[config.mk]
export PLATFORM = sky130hd
export DESIGN_NAME = ram_port_arbiter_flat
export DESIGN_NICKNAME = d
export VERILOG_FILES = /design/src/rtl/ram_port_arbiter_pkg.sv /design/src/rtl/ram_port_arbiter_if.sv /design/src/rtl/ram_arb_resp_reg.sv /design/src/rtl/ram_port_arbiter.sv /design/src/flat_wrapper.sv
export SDC_FILE = /design/constraint.sdc
export NUM_CORES = 1
export LEC_CHECK = 0
export CAP_MARGIN = 40
export CORE_AREA = 2 2 118 120
export CTS_CLUSTER_DIAMETER = 40
export DETAILED_ROUTE_END_ITERATION = 6
export DIE_AREA = 0 0 120 122
export DONT_BUFFER_PORTS = 1
export GPL_TIMING_DRIVEN = 0
export PLACE_DENSITY = 0.34
export SYNTH_ARGS = -nofsm -noshare
export SYNTH_HDL_FRONTEND = slang
export SYNTH_HIERARCHICAL = 1
export SYNTH_SLANG_ARGS = --single-unit
[constraint.sdc]
create_clock -name clk -period 2 [get_ports clk]
set_input_delay 0.3 -clock clk [delete_from_list [all_inputs] [get_ports clk]]
set_output_delay 0.3 -clock clk [all_outputs]
set_load 0.05 [all_outputs]
[src/rtl/ram_port_arbiter_pkg.sv]
// +----------------------------------------------------------------------------+
// | ram_port_arbiter_pkg                                                       |
// | Shared owner encoding and defaults for the data RAM port arbiter.          |
// | Revision: 1.0                                                              |
// +----------------------------------------------------------------------------+
`default_nettype none

package ram_port_arbiter_pkg;

  typedef enum logic [1:0] {
    OWNER_NONE = 2'd0,
    OWNER_INST = 2'd1,
    OWNER_DATA = 2'd2
  } owner_e;

  localparam int STARVE_LIMIT_DEFAULT = 4;

  // Width of a counter that must reach limit-1.
  function automatic int cnt_width(input int limit);
    return (limit > 2) ? $clog2(limit) : 1;
  endfunction

endpackage

`default_nettype wire

[src/rtl/ram_port_arbiter_if.sv]
// +----------------------------------------------------------------------------+
// | ram_port_arbiter_if                                                        |
// | Requester and RAM-side signals of the arbiter; slave = arbiter side.       |
// | Revision: 1.0                                                              |
// +----------------------------------------------------------------------------+
`default_nettype none

interface ram_port_arbiter_if #(
  parameter int ADDR_W = 32,
  parameter int DATA_W = 32
);

  logic              inst_req_i;
  logic [ADDR_W-1:0] inst_addr_i;
  logic              inst_flush_i;
  logic              inst_gnt_o;
  logic              inst_rvalid_o;
  logic [DATA_W-1:0] inst_rdata_o;

  logic              data_req_i;
  logic              data_we_i;
  logic [3:0]        data_wstrb_i;
  logic [ADDR_W-1:0] data_addr_i;
  logic [DATA_W-1:0] data_wdata_i;
  logic              data_gnt_o;
  logic              data_rvalid_o;
  logic [DATA_W-1:0] data_rdata_o;

  logic              ram_write_enable_o;
  logic [3:0]        ram_write_select_o;
  logic [ADDR_W-1:0] ram_write_addr_o;
  logic [DATA_W-1:0] ram_write_data_o;
  logic [ADDR_W-1:0] ram_read_addr_o;
  logic [DATA_W-1:0] ram_read_data_i;

  modport slave (
    input  inst_req_i, inst_addr_i, inst_flush_i,
    output inst_gnt_o, inst_rvalid_o, inst_rdata_o,
    input  data_req_i, data_we_i, data_wstrb_i, data_addr_i, data_wdata_i,
    output data_gnt_o, data_rvalid_o, data_rdata_o,
    output ram_write_enable_o, ram_write_select_o, ram_write_addr_o,
    output ram_write_data_o, ram_read_addr_o,
    input  ram_read_data_i
  );

  modport master (
    output inst_req_i, inst_addr_i, inst_flush_i,
    input  inst_gnt_o, inst_rvalid_o, inst_rdata_o,
    output data_req_i, data_we_i, data_wstrb_i, data_addr_i, data_wdata_i,
    input  data_gnt_o, data_rvalid_o, data_rdata_o,
    input  ram_write_enable_o, ram_write_select_o, ram_write_addr_o,
    input  ram_write_data_o, ram_read_addr_o,
    output ram_read_data_i
  );

endinterface

`default_nettype wire

[src/rtl/ram_arb_resp_reg.sv]
// +----------------------------------------------------------------------------+
// | ram_arb_resp_reg                                                           |
// | One-cycle registered response stage with fetch flush qualification.       |
// | Revision: 1.0                                                              |
// +----------------------------------------------------------------------------+
`default_nettype none

module ram_arb_resp_reg
  import ram_port_arbiter_pkg::*;
#(
  parameter int DATA_W = 32
) (
  input  wire logic              clk,
  input  wire logic              rst,
  input  wire owner_e            owner,
  input  wire logic              is_store,
  input  wire logic              flush,
  input  wire logic [DATA_W-1:0] rdata_in,
  output logic                   inst_rvalid,
  output logic [DATA_W-1:0]      inst_rdata,
  output logic                   data_rvalid,
  output logic [DATA_W-1:0]      data_rdata
);

  owner_e            r_owner;
  logic              r_is_store;
  logic              r_valid;
  logic [DATA_W-1:0] r_rdata;

  always_ff @(posedge clk) begin
    if (rst) begin
      r_owner    <= OWNER_NONE;
      r_is_store <= 1'b0;
      r_valid    <= 1'b0;
      r_rdata    <= '0;
    end else begin
      r_owner    <= owner;
      r_is_store <= is_store;
      // A fetch flushed in its own grant cycle never produces a response.
      r_valid    <= (owner == OWNER_DATA) || ((owner == OWNER_INST) && !flush);
      if (owner != OWNER_NONE) begin
        r_rdata <= rdata_in;
      end
    end
  end

  // A flush or reset in the response cycle itself also drops the response.
  assign inst_rvalid = r_valid && (r_owner == OWNER_INST) && !flush && !rst;
  assign data_rvalid = r_valid && (r_owner == OWNER_DATA) && !rst;
  assign inst_rdata  = (r_owner == OWNER_INST) ? r_rdata : '0;
  assign data_rdata  = ((r_owner == OWNER_DATA) && !r_is_store) ? r_rdata : '0;

endmodule

`default_nettype wire

[src/rtl/ram_port_arbiter.sv]
// +----------------------------------------------------------------------------+
// | ram_port_arbiter                                                           |
// | Shares the data RAM port between fetch and load/store requesters.         |
// | Option: RAM_ARB_ROUND_ROBIN_EN selects round-robin conflict resolution.    |
// | Revision: 1.0                                                              |
// +----------------------------------------------------------------------------+
`default_nettype none

module ram_port_arbiter
  import ram_port_arbiter_pkg::*;
#(
  parameter int ADDR_W       = 32,
  parameter int DATA_W       = 32,
  parameter int STARVE_LIMIT = STARVE_LIMIT_DEFAULT
) (
  input wire logic          clk,
  input wire logic          rst,
  ram_port_arbiter_if.slave bus
);

  logic              w_inst_prio;
  logic              w_inst_gnt;
  logic              w_data_gnt;
  logic              w_store;
  logic [ADDR_W-1:0] w_read_addr;
  owner_e            w_owner;

`ifdef RAM_ARB_ROUND_ROBIN_EN
  logic w_conflict;
  logic r_rr_last_data;  // 1 when data won the most recent conflict

  assign w_conflict  = bus.inst_req_i && bus.data_req_i;
  assign w_inst_prio = r_rr_last_data;

  always_ff @(posedge clk) begin
    if (rst) begin
      r_rr_last_data <= 1'b0;
    end else if (w_conflict) begin
      r_rr_last_data <= w_data_gnt;
    end
  end
`else
  localparam int              CNT_W        = cnt_width(STARVE_LIMIT);
  localparam logic [CNT_W-1:0] c_starve_max = CNT_W'(STARVE_LIMIT - 1);

  logic [CNT_W-1:0] r_starve_cnt;

  assign w_inst_prio = (r_starve_cnt == c_starve_max);

  always_ff @(posedge clk) begin
    if (rst) begin
      r_starve_cnt <= '0;
    end else if (bus.inst_req_i && !w_inst_gnt) begin
      if (r_starve_cnt != c_starve_max) begin
        r_starve_cnt <= r_starve_cnt + 1'b1;
      end
    end else begin
      r_starve_cnt <= '0;
    end
  end
`endif

  assign w_inst_gnt = !rst && bus.inst_req_i && (!bus.data_req_i || w_inst_prio);
  assign w_data_gnt = !rst && bus.data_req_i && !w_inst_gnt;
  assign w_store    = w_data_gnt && bus.data_we_i;

  always_comb begin
    w_owner = OWNER_NONE;
    if (w_inst_gnt) begin
      w_owner = OWNER_INST;
    end else if (w_data_gnt) begin
      w_owner = OWNER_DATA;
    end
  end

  assign bus.inst_gnt_o = w_inst_gnt;
  assign bus.data_gnt_o = w_data_gnt;

  // Write address/data follow the data port unconditionally; enable gates them.
  assign w_read_addr            = w_inst_gnt ? bus.inst_addr_i : bus.data_addr_i;
  assign bus.ram_read_addr_o    = w_read_addr;
  assign bus.ram_write_enable_o = w_store;
  assign bus.ram_write_select_o = w_store ? bus.data_wstrb_i : 4'b0000;
  assign bus.ram_write_addr_o   = bus.data_addr_i;
  assign bus.ram_write_data_o   = bus.data_wdata_i;

  ram_arb_resp_reg #(
    .DATA_W (DATA_W)
  ) u_resp (
    .clk         (clk),
    .rst         (rst),
    .owner       (w_owner),
    .is_store    (w_store),
    .flush       (bus.inst_flush_i),
    .rdata_in    (bus.ram_read_data_i),
    .inst_rvalid (bus.inst_rvalid_o),
    .inst_rdata  (bus.inst_rdata_o),
    .data_rvalid (bus.data_rvalid_o),
    .data_rdata  (bus.data_rdata_o)
  );

endmodule

`default_nettype wire

[src/flat_wrapper.sv]
// flat-port wrapper written by rule: the top's interface ports become plain ports
module ram_port_arbiter_flat import ram_port_arbiter_pkg::*;
#(
  parameter int ADDR_W       = 32,
  parameter int DATA_W       = 32,
  parameter int STARVE_LIMIT = STARVE_LIMIT_DEFAULT
)
  (clk, rst, bus_inst_req_i, bus_inst_addr_i, bus_inst_flush_i, bus_inst_gnt_o, bus_inst_rvalid_o, bus_inst_rdata_o, bus_data_req_i, bus_data_we_i, bus_data_wstrb_i, bus_data_addr_i, bus_data_wdata_i, bus_data_gnt_o, bus_data_rvalid_o, bus_data_rdata_o, bus_ram_write_enable_o, bus_ram_write_select_o, bus_ram_write_addr_o, bus_ram_write_data_o, bus_ram_read_addr_o, bus_ram_read_data_i);
  ram_port_arbiter_if #(.ADDR_W(ADDR_W), .DATA_W(DATA_W)) bus_i ();
  input wire logic clk;
  input wire logic rst;
  input wire logic [$bits(bus_i.inst_req_i)-1:0] bus_inst_req_i;
  input wire logic [$bits(bus_i.inst_addr_i)-1:0] bus_inst_addr_i;
  input wire logic [$bits(bus_i.inst_flush_i)-1:0] bus_inst_flush_i;
  output wire logic [$bits(bus_i.inst_gnt_o)-1:0] bus_inst_gnt_o;
  output wire logic [$bits(bus_i.inst_rvalid_o)-1:0] bus_inst_rvalid_o;
  output wire logic [$bits(bus_i.inst_rdata_o)-1:0] bus_inst_rdata_o;
  input wire logic [$bits(bus_i.data_req_i)-1:0] bus_data_req_i;
  input wire logic [$bits(bus_i.data_we_i)-1:0] bus_data_we_i;
  input wire logic [$bits(bus_i.data_wstrb_i)-1:0] bus_data_wstrb_i;
  input wire logic [$bits(bus_i.data_addr_i)-1:0] bus_data_addr_i;
  input wire logic [$bits(bus_i.data_wdata_i)-1:0] bus_data_wdata_i;
  output wire logic [$bits(bus_i.data_gnt_o)-1:0] bus_data_gnt_o;
  output wire logic [$bits(bus_i.data_rvalid_o)-1:0] bus_data_rvalid_o;
  output wire logic [$bits(bus_i.data_rdata_o)-1:0] bus_data_rdata_o;
  output wire logic [$bits(bus_i.ram_write_enable_o)-1:0] bus_ram_write_enable_o;
  output wire logic [$bits(bus_i.ram_write_select_o)-1:0] bus_ram_write_select_o;
  output wire logic [$bits(bus_i.ram_write_addr_o)-1:0] bus_ram_write_addr_o;
  output wire logic [$bits(bus_i.ram_write_data_o)-1:0] bus_ram_write_data_o;
  output wire logic [$bits(bus_i.ram_read_addr_o)-1:0] bus_ram_read_addr_o;
  input wire logic [$bits(bus_i.ram_read_data_i)-1:0] bus_ram_read_data_i;
  assign bus_i.inst_req_i = bus_inst_req_i;
  assign bus_i.inst_addr_i = bus_inst_addr_i;
  assign bus_i.inst_flush_i = bus_inst_flush_i;
  assign bus_inst_gnt_o = bus_i.inst_gnt_o;
  assign bus_inst_rvalid_o = bus_i.inst_rvalid_o;
  assign bus_inst_rdata_o = bus_i.inst_rdata_o;
  assign bus_i.data_req_i = bus_data_req_i;
  assign bus_i.data_we_i = bus_data_we_i;
  assign bus_i.data_wstrb_i = bus_data_wstrb_i;
  assign bus_i.data_addr_i = bus_data_addr_i;
  assign bus_i.data_wdata_i = bus_data_wdata_i;
  assign bus_data_gnt_o = bus_i.data_gnt_o;
  assign bus_data_rvalid_o = bus_i.data_rvalid_o;
  assign bus_data_rdata_o = bus_i.data_rdata_o;
  assign bus_ram_write_enable_o = bus_i.ram_write_enable_o;
  assign bus_ram_write_select_o = bus_i.ram_write_select_o;
  assign bus_ram_write_addr_o = bus_i.ram_write_addr_o;
  assign bus_ram_write_data_o = bus_i.ram_write_data_o;
  assign bus_ram_read_addr_o = bus_i.ram_read_addr_o;
  assign bus_i.ram_read_data_i = bus_ram_read_data_i;
  ram_port_arbiter #(.ADDR_W(ADDR_W), .DATA_W(DATA_W), .STARVE_LIMIT(STARVE_LIMIT)) u_core (.clk(clk), .rst(rst), .bus(bus_i));
endmodule
==> results.json <==
{
  "status": "complete, but fails checks",
  "violations": "negative setup slack",
  "ys_ff_latch": 38,
  "ctsHoldBuffers": 0,
  "yosysUniqueCellTypes": 24,
  "ios": 307,
  "clockBufferDepth": 2,
  "grt_pass1_wl_um": 16500,
  "arrival_ns": 1.80,
  "max_cap_violations": 0,
  "finalHoldViolations": 0,
  "reg2reg_from": "u_core/r_starve_cnt[0]",
  "finalSetupViolations": 43,
  "holdPathStages": 2,
  "ant_nets": 0,
  "clk-insertion-delay-late_ns": 0.28,
  "cts_sinks": 38,
  "p_per_area_nw_per_um2": 680,
  "drive_gt1_share_pct": 61.5,
  "synth_top_cell_by_area": "dfxtp_1",
  "netlist_area_sq_um": 3070,
  "rr_endpoint": "u_core/u_resp/r_rdata[12]",
  "synth_enable_flop_cells": 0,
  "p_total_mw": 2.70,
  "die_h_um": 122,
  "synth_warnings": 6,
  "start_kind": "register",
  "ys_top_cells_by_area": "dfxtp_1 25%, buf_4 16%, mux2_4 14%, and2_1 13%, or3b_1 9.4%",
  "layout_common_cells": "72 x buf_4, 36 x dfxtp_1, 32 x and2_2, 32 x mux2_4, 31 x or3b_1",
  "final_area_sq_um": 3960,
  "first_pass_iters": 4,
  "grt_pass1_vias": 2488,
  "drv_slew": 0,
  "hp-class": "in2reg",
  "crit_start": "u_core/r_starve_cnt[0]",
  "wl_per_cell_um": 22.2,
  "overflow": 0,
  "synth.avg_cell_area_sq_um": 8.87,
  "syn_nets": 485,
  "root_buffer": "clkbuf_16",
  "min-delay-start": "bus_ram_read_data_i[15]",
  "finalCritPeriodShare_pct": 105,
  "num_vias": 2499,
  "seq_area_sq_um": 763,
  "die_w_um": 120,
  "r2r_cells": 9,
  "diodes": 0,
  "worstPathRequired_ns": 1.70,
  "yosysTopAreaCellShare_pct": 24.8,
  "synth_cells": 346,
  "drc_errors": 0,
  "dpl_cell_area_sq_um": 3320,
  "setup_ws_ns": -0.0950,
  "nets": 508,
  "rows": 43,
  "wirelength_um": 12200,
  "slew_headroom_pct": 63.5,
  "io_buffers": 0,
  "grtUsageTotal_pct": 15.2,
  "gp_congestion": 0.696,
  "ir_drop_uv": 347,
  "fin_hold_ws_ns": 0.152,
  "layout_commonest_cell": "buf_4",
  "skew_ns": 0.00452,
  "routed_via_density": 4.55,
  "whs_endpoint": "u_core/u_resp/r_rdata[15]",
  "rsz0062_at_grt": "yes",
  "worst_pin_slew_ns": 0.547,
  "fin_crit_ns": 2.10,
  "rrSetupSlack_ns": -0.08,
  "p_leak_nw": 1.75,
  "numCtsBuffers": 5,
  "multi_input_area_sq_um": 1890,
  "antenna_found_initial": 0,
  "end_kind": "output pin",
  "die_area_sq_um": 14600,
  "fillCellCount": 1464,
  "drt-initial-drc-count": 91,
  "crit_type": "reg2out",
  "syn_to_final_growth_pct": 29.1,
  "cts_tree": "done",
  "synth_async_sr_flop_share_pct": 0,
  "seq_area_frac_synth_pct": 24.8,
  "core_area_sq_um": 13500,
  "htree_num_levels": 2,
  "cts.clk_slew.worst_paths_ns": 0.06,
  "synthFlopType": "dfxtp_1",
  "initial_core_util_pct": 22.7,
  "fmax_ghz": 0.477,
  "grt_max_degree": 12,
  "dp_hpwl_um": 9750,
  "crit_fanout": 7
}
worst max-delay path by stage:
stage | end | cells after the start | slack, ns
global route | u_core/u_resp/r_rdata[13] | 9 | -0.17
finish | bus_ram_read_addr_o[1] | 7 | -0.1
detailed placement | u_core/u_resp/r_rdata[12] | 9 | -0.41
floorplan | u_core/u_resp/r_valid | 8 | -0.04
global placement | bus_inst_rvalid_o | 2 | -0.51
CTS | u_core/u_resp/r_rdata[9] | 9 | -0.12
critical path, stage by stage, from the launching register on:
cell and delay, ns:
dfxtp_2 0.34, ha_4 0.13, nand2b_4 0.12, nand3b_4 0.09, buf_4 0.15, buf_12 0.14, clkbuf_16 0.16, mux2_4 0.39
report_power, final:
part	switching (mW)	internal [mW]	leakage, nW
clock network	0.308	0.616	0.0829
registers	0.0296	0.799	0.312
logic	0.656	0.288	1.36
total	0.993	1.70	1.75
state kept, by name (all words and copies together) (netlist names):
register and flops:
u_core/u_resp/r_rdata 32, u_core/r_starve_cnt 2, u_core/u_resp/r_owner 2, u_core/u_resp/r_is_store 1, u_core/u_resp/r_valid 1
repair_timing:
action,CTS,global route
pin swaps,5,6
buffers inserted,6,5
resized for setup,101,64
endpoints found under the setup margin,131,127
gates cloned,1,3
metrics by stage:
step / std cells / utilization [%] / setup WS, ns / TNS [ns]
after global placement: 526 / 24.5 / -0.508 / -16.99
after CTS: 542 / 27.7 / -0.125 / -3.18
final: 549 / 29.4 / -0.0950 / -2.22
after detailed placement: 528 / 24.6 / -0.406 / -18.28
after floorplan: 346 / - / -0.0444 / -0.0444
after global routing: 549 / 29.4 / -0.173 / -6.74
synthesized netlist by cell type (2+ instances only):
cell / number
dfxtp_1: 38
clkbuf_1: 12
or3b_1: 33
mux2_4: 29
and3_1: 4
mux2_2: 3
a21oi_1: 33
o21ai_1: 23
o21ai_0: 9
nor4bb_1: 3
buf_4: 64
inv_1: 2
buf_6: 7
and2_1: 65
nor2b_1: 5
buf_2: 8
cell type report:
cell class,instances,share of cell area (%)
tap,180,5.68
inverter,2,0.284
clock inverter,1,0.758
buffer,91,18.4
clock buffer,6,3.50
multi-input combinational,216,47.7
sequential,38,19.3
timing repair buffer,15,4.48
per-layer routing:
metal	GRT usage, %	part of all wire [%]
met5	0	0
met1	17.9	39
met3	5.34	9.5
met4	2.43	0.60
met2	27.2	51
cell families after synthesis:
group / share of synthesized area, %
adder cells (fa/ha/maj): 0.408
AO/OA/AOI/OAI: 10.6
AND/OR/NAND/NOR: 27.7
buffers and inverters: 21.2
flip-flops: 24.8
multiplexers: 15.3
(Power assumes the default switching activity.)
